<file path="src/rtl/mbus_tx_arbiter.sv">
// -----------------------------------------------------------------------------
// mbus_tx_arbiter
//
// Shares one MBus layer TX port among NUM_REQ local requesters. A requester is
// chosen by priority-filtered round-robin, its message is walked word by word
// through the layer's four-phase TX_REQ/TX_ACK handshake, and the layer's
// TX_SUCC/TX_FAIL result is acknowledged with TX_RESP_ACK and reported back to
// the owning requester as a REQ_DONE or REQ_FAIL pulse.
//
// Optional feature macro: MBUS_TX_ARB_WATCHDOG_EN
//   When defined, a watchdog aborts a message whose owner leaves the arbiter
//   waiting for the next word for WDT_CYCLES cycles. The layer's eventual
//   result is then reported as a failure.
//
// Ports
//   CLK, RESET            clock, synchronous active-high reset
//   REQ_VALID[i]          requester i has a word ready
//   REQ_ADDR / REQ_DATA   per-requester address / data, slice i
//   REQ_PEND[i]           more words follow the current one
//   REQ_PRIORITY[i]       requester i asks for priority arbitration
//   REQ_ACK / REQ_DONE / REQ_FAIL   per-requester 1-cycle pulses
//   GRANT                 index of the current owner
//   BUSY                  a message is in progress
//   TX_ADDR, TX_DATA, TX_REQ, TX_PEND, PRIORITY, TX_RESP_ACK   to the layer
//   TX_ACK, TX_SUCC, TX_FAIL                                   from the layer
// -----------------------------------------------------------------------------
module mbus_tx_arbiter #(
  parameter int NUM_REQ    = 4,
  parameter int ADDR_W     = 32,
  parameter int DATA_W     = 32,
  parameter int WDT_CYCLES = 1024
) (
  input  logic                         CLK,
  input  logic                         RESET,
  input  logic [NUM_REQ-1:0]           REQ_VALID,
  input  logic [NUM_REQ*ADDR_W-1:0]    REQ_ADDR,
  input  logic [NUM_REQ*DATA_W-1:0]    REQ_DATA,
  input  logic [NUM_REQ-1:0]           REQ_PEND,
  input  logic [NUM_REQ-1:0]           REQ_PRIORITY,
  output logic [NUM_REQ-1:0]           REQ_ACK,
  output logic [NUM_REQ-1:0]           REQ_DONE,
  output logic [NUM_REQ-1:0]           REQ_FAIL,
  output logic [$clog2(NUM_REQ)-1:0]   GRANT,
  output logic                         BUSY,
  output logic [ADDR_W-1:0]            TX_ADDR,
  output logic [DATA_W-1:0]            TX_DATA,
  output logic                         TX_REQ,
  output logic                         TX_PEND,
  output logic                         PRIORITY,
  input  logic                         TX_ACK,
  input  logic                         TX_SUCC,
  input  logic                         TX_FAIL,
  output logic                         TX_RESP_ACK
);

  localparam int GW = $clog2(NUM_REQ);

  localparam logic [2:0] IDLE     = 3'd0;
  localparam logic [2:0] SEND     = 3'd1;
  localparam logic [2:0] ACK_LOW  = 3'd2;
  localparam logic [2:0] NEXT     = 3'd3;
  localparam logic [2:0] RESP     = 3'd4;
  localparam logic [2:0] RESP_CLR = 3'd5;

  logic [2:0]         state;
  logic [GW-1:0]      ptr;
  logic [NUM_REQ-1:0] cand;
  logic               win_found;
  logic [GW-1:0]      win_idx;
  int                 scan_pos;
  logic [GW-1:0]      scan_idx;
  logic [GW-1:0]      ptr_after;

  logic [ADDR_W-1:0]  addr_arr [NUM_REQ];
  logic [DATA_W-1:0]  data_arr [NUM_REQ];

  // Results that arrive before RESP are remembered so they are not lost if the
  // layer drops them before the arbiter gets there.
  logic lat_succ;
  logic lat_fail;
  logic res_any;
  logic res_fail;

  logic wdt_expire;
  logic wdt_abort;

  for (genvar g = 0; g < NUM_REQ; g++) begin : g_unpack
    assign addr_arr[g] = REQ_ADDR[g*ADDR_W +: ADDR_W];
    assign data_arr[g] = REQ_DATA[g*DATA_W +: DATA_W];
  end

  // Round-robin pick: first candidate at or after ptr, wrapping. Priority
  // requesters hide everyone else whenever at least one of them is valid.
  always_comb begin
    // NOTE: every variable gets a default before any branch so no latch is inferred.
    cand      = ((REQ_VALID & REQ_PRIORITY) != '0) ? (REQ_VALID & REQ_PRIORITY) : REQ_VALID;
    win_found = 1'b0;
    win_idx   = '0;
    scan_pos  = 0;
    scan_idx  = '0;
    for (int k = 0; k < NUM_REQ; k++) begin
      scan_pos = (int'(ptr) + k) % NUM_REQ;
      scan_idx = scan_pos[GW-1:0];
      if (!win_found && cand[scan_idx]) begin
        win_found = 1'b1;
        win_idx   = scan_idx;
      end
    end
  end

  always_comb begin
    res_any   = TX_SUCC | TX_FAIL | lat_succ | lat_fail;
    res_fail  = TX_FAIL | lat_fail | wdt_abort;
    ptr_after = (GRANT == GW'(NUM_REQ - 1)) ? '0 : GRANT + 1'b1;
  end

`ifdef MBUS_TX_ARB_WATCHDOG_EN
  localparam int WDT_W = $clog2(WDT_CYCLES + 1);

  logic [WDT_W-1:0] wdt_cnt;

  // Counter only advances while waiting in NEXT; being anywhere else clears
  // it, which restarts the count on every entry to NEXT.
  assign wdt_expire = (state == NEXT) && (wdt_cnt == WDT_W'(WDT_CYCLES - 1));

  always_ff @(posedge CLK) begin
    if (RESET) begin
      wdt_cnt   <= '0;
      wdt_abort <= 1'b0;
    end else begin
      if (state == NEXT) wdt_cnt <= wdt_cnt + 1'b1;
      else               wdt_cnt <= '0;

      if (wdt_expire && !REQ_VALID[GRANT] && !TX_SUCC && !TX_FAIL) wdt_abort <= 1'b1;
      else if (state == IDLE)                                      wdt_abort <= 1'b0;
    end
  end
`else
  assign wdt_expire = 1'b0;
  assign wdt_abort  = 1'b0;
`endif

  always_ff @(posedge CLK) begin
    if (RESET) begin
      state       <= IDLE;
      ptr         <= '0;
      lat_succ    <= 1'b0;
      lat_fail    <= 1'b0;
      REQ_ACK     <= '0;
      REQ_DONE    <= '0;
      REQ_FAIL    <= '0;
      GRANT       <= '0;
      BUSY        <= 1'b0;
      TX_ADDR     <= '0;
      TX_DATA     <= '0;
      TX_REQ      <= 1'b0;
      TX_PEND     <= 1'b0;
      PRIORITY    <= 1'b0;
      TX_RESP_ACK <= 1'b0;
    end else begin
      // NOTE: non-blocking defaults here, overridden below, give clean one-cycle pulses.
      REQ_ACK  <= '0;
      REQ_DONE <= '0;
      REQ_FAIL <= '0;

      case (state)
        IDLE: begin
          lat_succ <= 1'b0;
          lat_fail <= 1'b0;
          if (win_found) begin
            GRANT    <= win_idx;
            TX_ADDR  <= addr_arr[win_idx];
            TX_DATA  <= data_arr[win_idx];
            TX_PEND  <= REQ_PEND[win_idx];
            PRIORITY <= REQ_PRIORITY[win_idx];
            TX_REQ   <= 1'b1;
            BUSY     <= 1'b1;
            state    <= SEND;
          end
        end

        SEND: begin
          lat_succ <= lat_succ | TX_SUCC;
          lat_fail <= lat_fail | TX_FAIL;
          if (TX_ACK) begin
            TX_REQ         <= 1'b0;
            REQ_ACK[GRANT] <= 1'b1;
            state          <= ACK_LOW;
          end
        end

        ACK_LOW: begin
          lat_succ <= lat_succ | TX_SUCC;
          lat_fail <= lat_fail | TX_FAIL;
          if (!TX_ACK) begin
            // An early layer result ends the message without fetching more words.
            if (TX_PEND && !res_any) state <= NEXT;
            else                     state <= RESP;
          end
        end

        NEXT: begin
          lat_succ <= lat_succ | TX_SUCC;
          lat_fail <= lat_fail | TX_FAIL;
          if (TX_SUCC || TX_FAIL) begin
            state <= RESP;
          end else if (REQ_VALID[GRANT]) begin
            // Address was fixed by the first word; only data and PEND move.
            TX_DATA <= data_arr[GRANT];
            TX_PEND <= REQ_PEND[GRANT];
            TX_REQ  <= 1'b1;
            state   <= SEND;
          end else if (wdt_expire) begin
            state <= RESP;
          end
        end

        RESP: begin
          if (res_any) begin
            TX_RESP_ACK <= 1'b1;
            if (res_fail) REQ_FAIL[GRANT] <= 1'b1;
            else          REQ_DONE[GRANT] <= 1'b1;
            state <= RESP_CLR;
          end
        end

        RESP_CLR: begin
          if (!TX_SUCC && !TX_FAIL) begin
            TX_RESP_ACK <= 1'b0;
            BUSY        <= 1'b0;
            ptr         <= ptr_after;
            lat_succ    <= 1'b0;
            lat_fail    <= 1'b0;
            state       <= IDLE;
          end
        end

        default: state <= IDLE;
      endcase
    end
  end

endmodule

</file>
<file path="config.mk">
export PLATFORM = sky130hd
export DESIGN_NAME = mbus_tx_arbiter
export DESIGN_NICKNAME = d
export VERILOG_FILES = /design/src/rtl/mbus_tx_arbiter.sv
export SDC_FILE = /design/constraint.sdc
export NUM_CORES = 1
export LEC_CHECK = 0
export BUFFER_PORTS_ARGS = -buffer_cell sky130_fd_sc_hd__buf_2
export CAP_MARGIN = 20
export CELL_PAD_IN_SITES_DETAIL_PLACEMENT = 1
export CELL_PAD_IN_SITES_GLOBAL_PLACEMENT = 1
export CORE_UTILIZATION = 34
export CTS_CLUSTER_SIZE = 14
export DETAILED_ROUTE_END_ITERATION = 6
export PLACE_DENSITY = 0.79
export SYNTH_ARGS = -nofsm -noshare
export SYNTH_HDL_FRONTEND = slang
export SYNTH_SLANG_ARGS = --single-unit
</file>
<file path="constraint.sdc">
create_clock -name CLK -period 2.8 [get_ports CLK]
set_clock_uncertainty 0.05 [all_clocks]
set_input_delay 0.14 -clock CLK [delete_from_list [all_inputs] [get_ports CLK]]
set_output_delay 0.14 -clock CLK [all_outputs]
set_load 0.02 [all_outputs]
</file>
# After elaboration in Yosys (flattened, before gate mapping)

Cells that the tools add are included.

Register bits after elaboration: 90
Bits in latches: 0
RAM bits: 0
ROM bits: 0
Input port bits: 273
Output and inout bits: 83
Word-level logic and storage cells: 152
Memories kept: 0

$add $sub $neg: 4
$mul: 0
Divide/modulo/power cells: 0
Magnitude comparators: 9
Equal/unequal tests: 14
Shifts and indexed selects: 0
Mux-type cells: 65
Bitwise operators: 13
Reductions and logical operators: 32

Operators with widths:

| cell                 | count |
|---|---|
| $mux W32             | 9 |
| $bmux W32 S2         | 3 |
| $pmux W32 S2         | 1 |
| $mux W3              | 8 |
| $mux W1              | 22 |
| $lt A2 B3 Y1 const B | 6 |
| $pmux W3 S6          | 1 |
| $bmux W1 S2          | 8 |
| $ne A2 B2 Y1 const B | 7 |
| $mux W2              | 5 |
| $pmux W1 S3          | 3 |
| $reduce_or A4 Y1     | 2 |
| $eq A3 B2 Y1 const B | 2 |
| $eq A3 B3 Y1 const B | 2 |
| $ge A3 B3 Y1 const B | 2 |
| $logic_and A1 B1 Y1  | 6 |
| $logic_not A1 Y1     | 6 |
| $not A2 Y3           | 2 |
| $pmux W1 S2          | 3 |
| $reduce_and A2 Y1    | 3 |
| $reduce_and A3 Y1    | 2 |
| $reduce_and A6 Y1    | 1 |
| $reduce_bool A2 Y1   | 3 |
| $reduce_bool A3 Y1   | 2 |
| other kinds (17)     | 28 |

# Depth between registers and ports, before layout

Gate-level depths: netlist of the first run.

Word-level depth: 21
Mapped depth: 12
Gate-level depth less buffers: 7

# Worst setup path after synthesis of the first run

OpenSTA, ideal clock, no wires.

Path kind: reg-to-reg
Start: register GRANT[0]
End: register TX_PEND
Setup time: 0.079 ns
Data arrival time: 2.372 ns
Data required time: 2.671 ns
Setup slack: 0.299 ns
Stages on the path, launching flop included: 9
Path buffers: 2
Clock period less this slack: 2.501 ns
Cells stage by stage: dfxtp_1 > buf_2 > mux4_2 > and2_1 > a21oi_1 > clkbuf_1 > nand2_1 > a21o_1 > o211ai_1

Word-level cells in the longest chain between the ends: 5
Elaborated cells between the ends (all ways): 9
Those cells by class: eq/ne (1); mux (7); reduce/logical (1)

RTL lines:

| element                       | RTL line | source |
|---|---|---|
| start, declared               | 43       | `output logic [$clog2(NUM_REQ)-1:0] GRANT,` |
| start signal, assigned        | 171      | `GRANT <= win_idx;` |
| $bmux W1 S2                   | 210      | `TX_PEND <= REQ_PEND[GRANT];` |
| $mux W1 (not written as such) | 210      |  |
| $mux W1                       | 207      | `end else if (REQ_VALID[GRANT]) begin` |
| $mux W1                       | 205      | `if (TX_SUCC \|\| TX_FAIL) begin` |
| $pmux W1 S2                   | 166      | `case (state)` |
| end signal, assigned          | 174      | `TX_PEND <= REQ_PEND[win_idx];` |
| end signal, assigned          | 210      |  |
| end, declared                 | 48       | `output logic TX_PEND,` |

Parallel ways exist; a longest one is shown, timed or not. The select of a mux whose other input is x is not followed.
A chain may end at the register's enable or synchronous reset.

# Worst setup path after layout of the first run

Start: register ptr[0]
End: register TX_ADDR[2]

Word-level cells in the longest chain between the ends: 16
Elaborated cells between the ends (all ways): 30
Those cells by class: add/sub (3); mux (19); bitwise (1); reduce/logical (7)

RTL lines:

| element                                                | RTL line | source |
|---|---|---|
| start, declared                                        | 66       | `logic [GW-1:0] ptr;` |
| start signal, assigned                                 | 231      | `ptr <= ptr_after;` |
| branches (longest 16 deep; another with $add A2 B1 Y2) | -        |  |
| end signal, assigned                                   | 172      | `TX_ADDR <= addr_arr[win_idx];` |
| end, declared                                          | 45       | `output logic [ADDR_W-1:0] TX_ADDR,` |

Parallel ways; which one is timed is not known. The select of a mux whose other input is x is not followed.

==> flow_summary.ini, run 1 <==
[outcome]
outcome = finished, final reports clean

[timing]
hold_violations = 0
finalSetupTns_ns = 0
period_share_pct = 91.2
slew_headroom_pct = 49.0
rsz0062_at_grt = no
fmaxAchievable_ghz = 0.391
finalSetupViolCount = 0
tightest_slew_ns = 0.759
min_period_ns = 2.55
maxSlewViolCount = 0

[synth]
synth_area_um2 = 7610
synthArstFlopShare_pct = 0
ys.flop_type = dfxtp_1
synth.area.top_cells = dfxtp_1, mux2i_1, mux4_2, o221ai_2, nand2_1
ys_seq_area_share_pct = 23.7
synth_edf_count = 0
synth_top_cell_by_area = dfxtp_1
post_synth_inst_count = 865
syn-mean-instance-area_um2 = 8.79
ys_warn_count = 0
synthMostInstantiatedCell = mux2i_1
synthTopCellsByCount = mux2i_1, dfxtp_1, nand2_1
syn_nets = 1142
synth_top_cell_area_share_pct = 23.7
ys_seq_elements = 90
synth_cell_types = 57

[critical_path]
r2r_setup_slack_ns = 0.25
worstSetupEndpointType = flop
reg2regPathDepth = 8
critical_path_class = reg2reg
cp_max_fo = 54
start_kind = flop
r2r-end = TX_ADDR[2]
reg2reg_from = ptr[0]
crit_required_ns = 2.97
arrival_ns = 2.72

[clocking]
cts_made_buffers = 9
cts_resized = 0
cts_tree = done
clockBufferDepth = 2
cts_root_buffer = clkbuf_16
postCtsSetupBuffers = 0
htreeDepth = 3
hold_buffers = 0
cts.clk_slew.worst_paths_ns = 0.09
clock_sinks = 90
clk_latency_ns = 0.36

[hold_path]
hold_depth = 3
worstHoldEndpoint = TX_DATA[4]
min-delay-path-class = in2reg
holdCritStartpoint = REQ_DATA[36]

[routing]
post_drt_wl_per_cell_um = 22.8
vias = 8455
drc = 0
routed_wirelength_mm = 33.5
via_per_inst = 5.75
dr.pass1.iters = 5
postRouteAntennaNets = 0
initialDrtViolationCount = 389

[floorplanning]
die_w_um = 152
ios = 356
rows = 54
initial_utilization_pct = 34.7
dieArea_um2 = 23000
coreArea_um2 = 21900
die_y_um = 152

[power_and_ir_drop]
p_per_area_nw_per_um2 = 587
power_switching_w = 0.00259
finalPower_w = 0.00599
p_clk_share_pct = 21.2
p_leak_nw = 4.41
pwr-share-comb_pct = 50.1
switching_share_pct = 43.2
peakVddDrop_mv = 0.295
seqPwrFrac_pct = 28.7
p_int_w = 0.00340

[placed_design]
dp_hpwl_mm = 24.5
place.gp.congestion = 0.868
io_buffers = 355

[global_route]
grt_max_degree = 55
grt-ovfl-total = 0
grt_pass1_vias = 8740
grt_pass1_wl_mm = 48.7
grtUsageTotal_pct = 28.3
antenna_found_initial = 4

[finish]
area_delta_synth_final_pct = 34.2
fillerInstances = 2685
drive_gt1_share_pct = 42.0
fin_nets = 1458

[job]
cap_violations = 0
routing by layer:
metal  part of all wire (%)  vias to the layer above  track usage [%]
met2                     52                      371             51.6
met4                    2.9                        0             13.2
li1                       -                     3922                -
met1                     38                     4106             32.0
met5                      0                        -                0
met3                    7.2                       56             4.61
area by class of cell:
type,instances,area [um^2],share of cell area (%)
Inverter,42,158,1.54
Antenna cell,5,12.5,0.123
Clock buffer,9,225,2.21
Clock inverter,7,71.3,0.699
Sequential cell,90,1810,17.7
Multi-Input combinational cell,638,5300,51.9
Timing Repair Buffer,400,2290,22.4
Tap cell,280,350,3.43
worst max-delay path by stage:
stage / slack, ns / cells after the start / start / endpoint
5_1_grt: 0.08 / 8 / ptr[0] / TX_ADDR[2]
6_report: 0.25 / 8 / ptr[0] / TX_ADDR[2]
2_1_floorplan: 0.30 / 8 / GRANT[0] / TX_PEND
3_3_place_gp: 0.13 / 10 / REQ_VALID[1] / TX_ADDR[2]
3_5_place_dp: 0.04 / 10 / REQ_VALID[1] / TX_ADDR[2]
4_1_cts: 0.15 / 8 / ptr[0] / TX_ADDR[2]
placed cells by master (no fill, tap or decap), types with 34 or more instances in the layout:
cell,n
a211oi_1,36
buf_2,355
dfxtp_1,87
inv_1,42
mux2i_1,100
mux4_2,34
nand2_1,79
nand3_1,34
nor2_1,47
o211ai_1,37
state kept, by name, summed over array words and instances (netlist names):
signal and count:
ptr 2, TX_DATA 32, lat_fail 1, REQ_ACK 4, state 3, TX_REQ 1
REQ_DONE 4, BUSY 1, TX_RESP_ACK 1, TX_ADDR 32, PRIORITY 1, GRANT 2
lat_succ 1, REQ_FAIL 4, TX_PEND 1
worst max-delay path: stages, from the launching register on:
cell	delay, ns
dfxtp_2	0.41
buf_4	0.36
o211ai_1	0.18
and2_1	0.19
a311oi_2	0.29
o21ai_4	0.13
buf_12	0.25
mux2i_1	0.42
o221ai_2	0.14
logic make-up (layout without fill, tap and decap cells):
| kind of cell | after synthesis | after routing | share of synthesized area [%] |
|---|---|---|---|
| buffers and inverters | 137 | 458 | 7.78 |
| multiplexers | 135 | 135 | 23.4 |
| other | 0 | 5 | 0 |
| AO/OA/AOI/OAI | 257 | 257 | 28.6 |
| AND/OR/NAND/NOR | 242 | 242 | 15.9 |
| flip-flops | 90 | 90 | 23.7 |
| adder cells (fa/ha/maj) | 4 | 4 | 0.658 |
per-stage QoR:
stage	cell area, um^2	worst slack, ns	std cells	utilization (%)	hold WS, ns
after floorplan	7610	0.299	865	-	0.282
after global placement	9890	0.127	1450	45.2	0.401
after detailed placement	9890	0.0399	1450	45.2	0.416
after CTS	10200	0.151	1466	46.5	0.0308
after global routing	10200	0.0821	1470	46.6	0.0514
final	10200	0.245	1471	46.6	0.0456
power groups by stage:
stage	Clock [W]	Combinational, W	Sequential [W]
after floorplan	0	0.00152	0.00202
after global placement	0	0.00295	0.00174
after detailed placement	0	0.00302	0.00174
after CTS	0.00131	0.00302	0.00172
after global routing	0.00135	0.00320	0.00174
final	0.00127	0.00300	0.00172
Power figures use the tool's default switching activity.
==> run 2, diff against run 1 <==
BUFFER_PORTS_ARGS = not set   (was -buffer_cell sky130_fd_sc_hd__buf_2)
CORE_UTILIZATION = 40   (was 34)
DONT_BUFFER_PORTS = 1   (was not set)
PLACE_DENSITY = 0.71   (was 0.79)
clock period = 2.06 ns   (was 2.8 ns; I/O delays follow)
==> run 2 against run 1 <==
Net effect:
- the run now ends with negative setup slack left
- combinational power up 32%
- power is 47% higher
- die area fell by 15%
- clock power rose by 50%
- count of clock-buffer cells in the layout unchanged
- largest power group unchanged
- maximum frequency grew 5.3%
- flip-flop and latch count stayed put
- hold slack got worse by 0.035 ns
- global-route usage up 10 points
- wire length rose by 28%
- sequential share of layout area fell by 1.5 points
- final area increased by 9.9%
- critical endpoint is now TX_ADDR[22]
==> flow_summary.ini, run 2 (same netlist as run 1, synthesis figures left out) <==
[timing]
slew_headroom_pct = 28.7
fmaxAchievable_ghz = 0.412
finalSetupViolCount = 69
rsz0062_at_grt = yes
hold_violations = 0
worst_slack_ns = -0.365
holdWs_ns = 0.0111
period_share_pct = 118
tightest_slew_ns = 1.06
maxSlewViolCount = 0
finalSetupTns_ns = -16.70
min_period_ns = 2.42

[global_route]
grt_max_degree = 82
grt_pass1_vias = 9304
antenna_found_initial = 4
grtUsageTotal_pct = 38.6
met1_usage_pct = 42.6
grt_pass1_wl_mm = 57.9
grt-ovfl-total = 0
use_met3_pct = 9.74
met2_usage_pct = 68.4
busiest_layer = met2

[critical_path]
cp_max_fo = 7
crit_required_ns = 2.21
start_kind = flop
worstSetupEndpointType = flop
critical_path_class = reg2reg
arrival_ns = 2.58

[power_and_ir_drop]
switching_share_pct = 44.3
peakVddDrop_mv = 0.503
pwr-share-comb_pct = 44.8
finalPower_w = 0.00880
power_switching_w = 0.00390
p_int_w = 0.00490
p_clk_share_pct = 21.7
seqPwrFrac_pct = 33.5
p_per_area_nw_per_um2 = 785
p_leak_nw = 4.11

[placed_design]
dp_cells = 1062
dp_worst_setup_slack_ns = -0.318
io_buffers = 0
place.gp.congestion = 0.880
dp_hpwl_mm = 21.5

[floorplanning]
rows = 50
initial_utilization_pct = 40.8
coreArea_um2 = 18600
die_y_um = 140
ios = 356
die_w_um = 140
dieArea_um2 = 19600

[finish]
register_area_um2 = 1810
layout.cells.non_filler = 1307
drive_gt1_share_pct = 19.4
final_common_cell = dlygate4sd3_1
layout_common_cells = dlygate4sd3_1, mux2i_1, dfxtp_1
multi_input_area_um2 = 5540
area_delta_synth_final_pct = 47.5
fillerInstances = 1954
reg.largest.list = TX_ADDR x32, TX_DATA x32
fin_nets = 1338

[routing]
dr.pass1.iters = 7
postRouteAntennaNets = 0
initialDrtViolationCount = 686
routed_wirelength_mm = 43.0
post_drt_wl_per_cell_um = 32.9
vias = 8978
via_per_inst = 6.87
drc = 0

[job]
cap_violations = 0

[outcome]
outcome = finished with violations
failed_checks = negative setup slack

[clocking]
htreeDepth = 3
cts_made_buffers = 9
clockBufferDepth = 2
clock_sinks = 90
cts.clk_slew.worst_paths_ns = 0.09
clk_latency_ns = 0.36
cts_root_buffer = clkbuf_16
cts_tree = done

[hold_path]
min-delay-path-class = in2reg
[run 2: changes by cell type in the layout (fill, tap and decap cells not counted), moves of 8 or more]
cell / delta
dlygate4sd3_1: +198
buf_4: +12
buf_2: -355
clkbuf_16: +8
mux2i_1: -14
buf_6: +9
[run 2: final timing paths]
kind,depth (start not counted),end,from,slack (ns)
setup / recovery,10,TX_ADDR[22],ptr[0],-0.36
hold / removal,2,TX_DATA[29],REQ_DATA[29],0.01
setup reg to reg,10,TX_ADDR[22],ptr[0],-0.36
hold reg to reg,2,TX_RESP_ACK,TX_RESP_ACK,0.56
[run 2: final cells by class]
type	count	share of cell area (%)
multi-input combinational	638	49.4
timing repair buffer	280	27.4
sequential	90	16.1
tap	234	2.61
clock buffer	9	2.01
inverter	42	1.41
clock inverter	7	0.825
antenna	7	0.156
[run 2: power by group through the flow]
stage / clock network (W) / logic [W] / registers, W
floorplan: 0 / 0.00212 / 0.00274
global placement: 0 / 0.00283 / 0.00289
detailed placement: 0 / 0.00295 / 0.00290
CTS: 0.00190 / 0.00345 / 0.00286
global route: 0.00196 / 0.00409 / 0.00295
finish: 0.00191 / 0.00395 / 0.00295
[run 2: metal layers]
metal | vias up | wire length, um
met2 | 670 | 20800
met5 | - | 0
met4 | 0 | 2910
met3 | 204 | 3990
li1 | 3696 | -
met1 | 4408 | 15300
[run 2: stage by stage]
stage | cell area (um^2) | utilization (%)
floorplan | 7720 | -
global route | 11200 | 60.1
detailed placement | 8170 | 43.8
finish | 11200 | 60.2
CTS | 10700 | 57.5
global placement | 8170 | 43.8
[run 2: repair_timing]
action | 4_1_cts | 5_1_grt
hold buffers | 198 | 1
gates cloned | 4 | 10
pin swaps | 3 | 16
endpoints found under the setup margin | 67 | 69
buffers inserted | 4 | 6
resized for setup | 17 | 39
hold endpoints to repair | 90 | 1
[run 2: worst max-delay path, stage by stage, from the launching register on]
cell	delay [ns]
dfxtp_4	0.38
and4b_1	0.19
a211o_1	0.32
mux2i_4	0.19
o21ai_2	0.10
buf_6	0.13
a21oi_4	0.16
buf_12	0.16
nand2b_4	0.25
clkbuf_16	0.21
o221ai_2	0.12
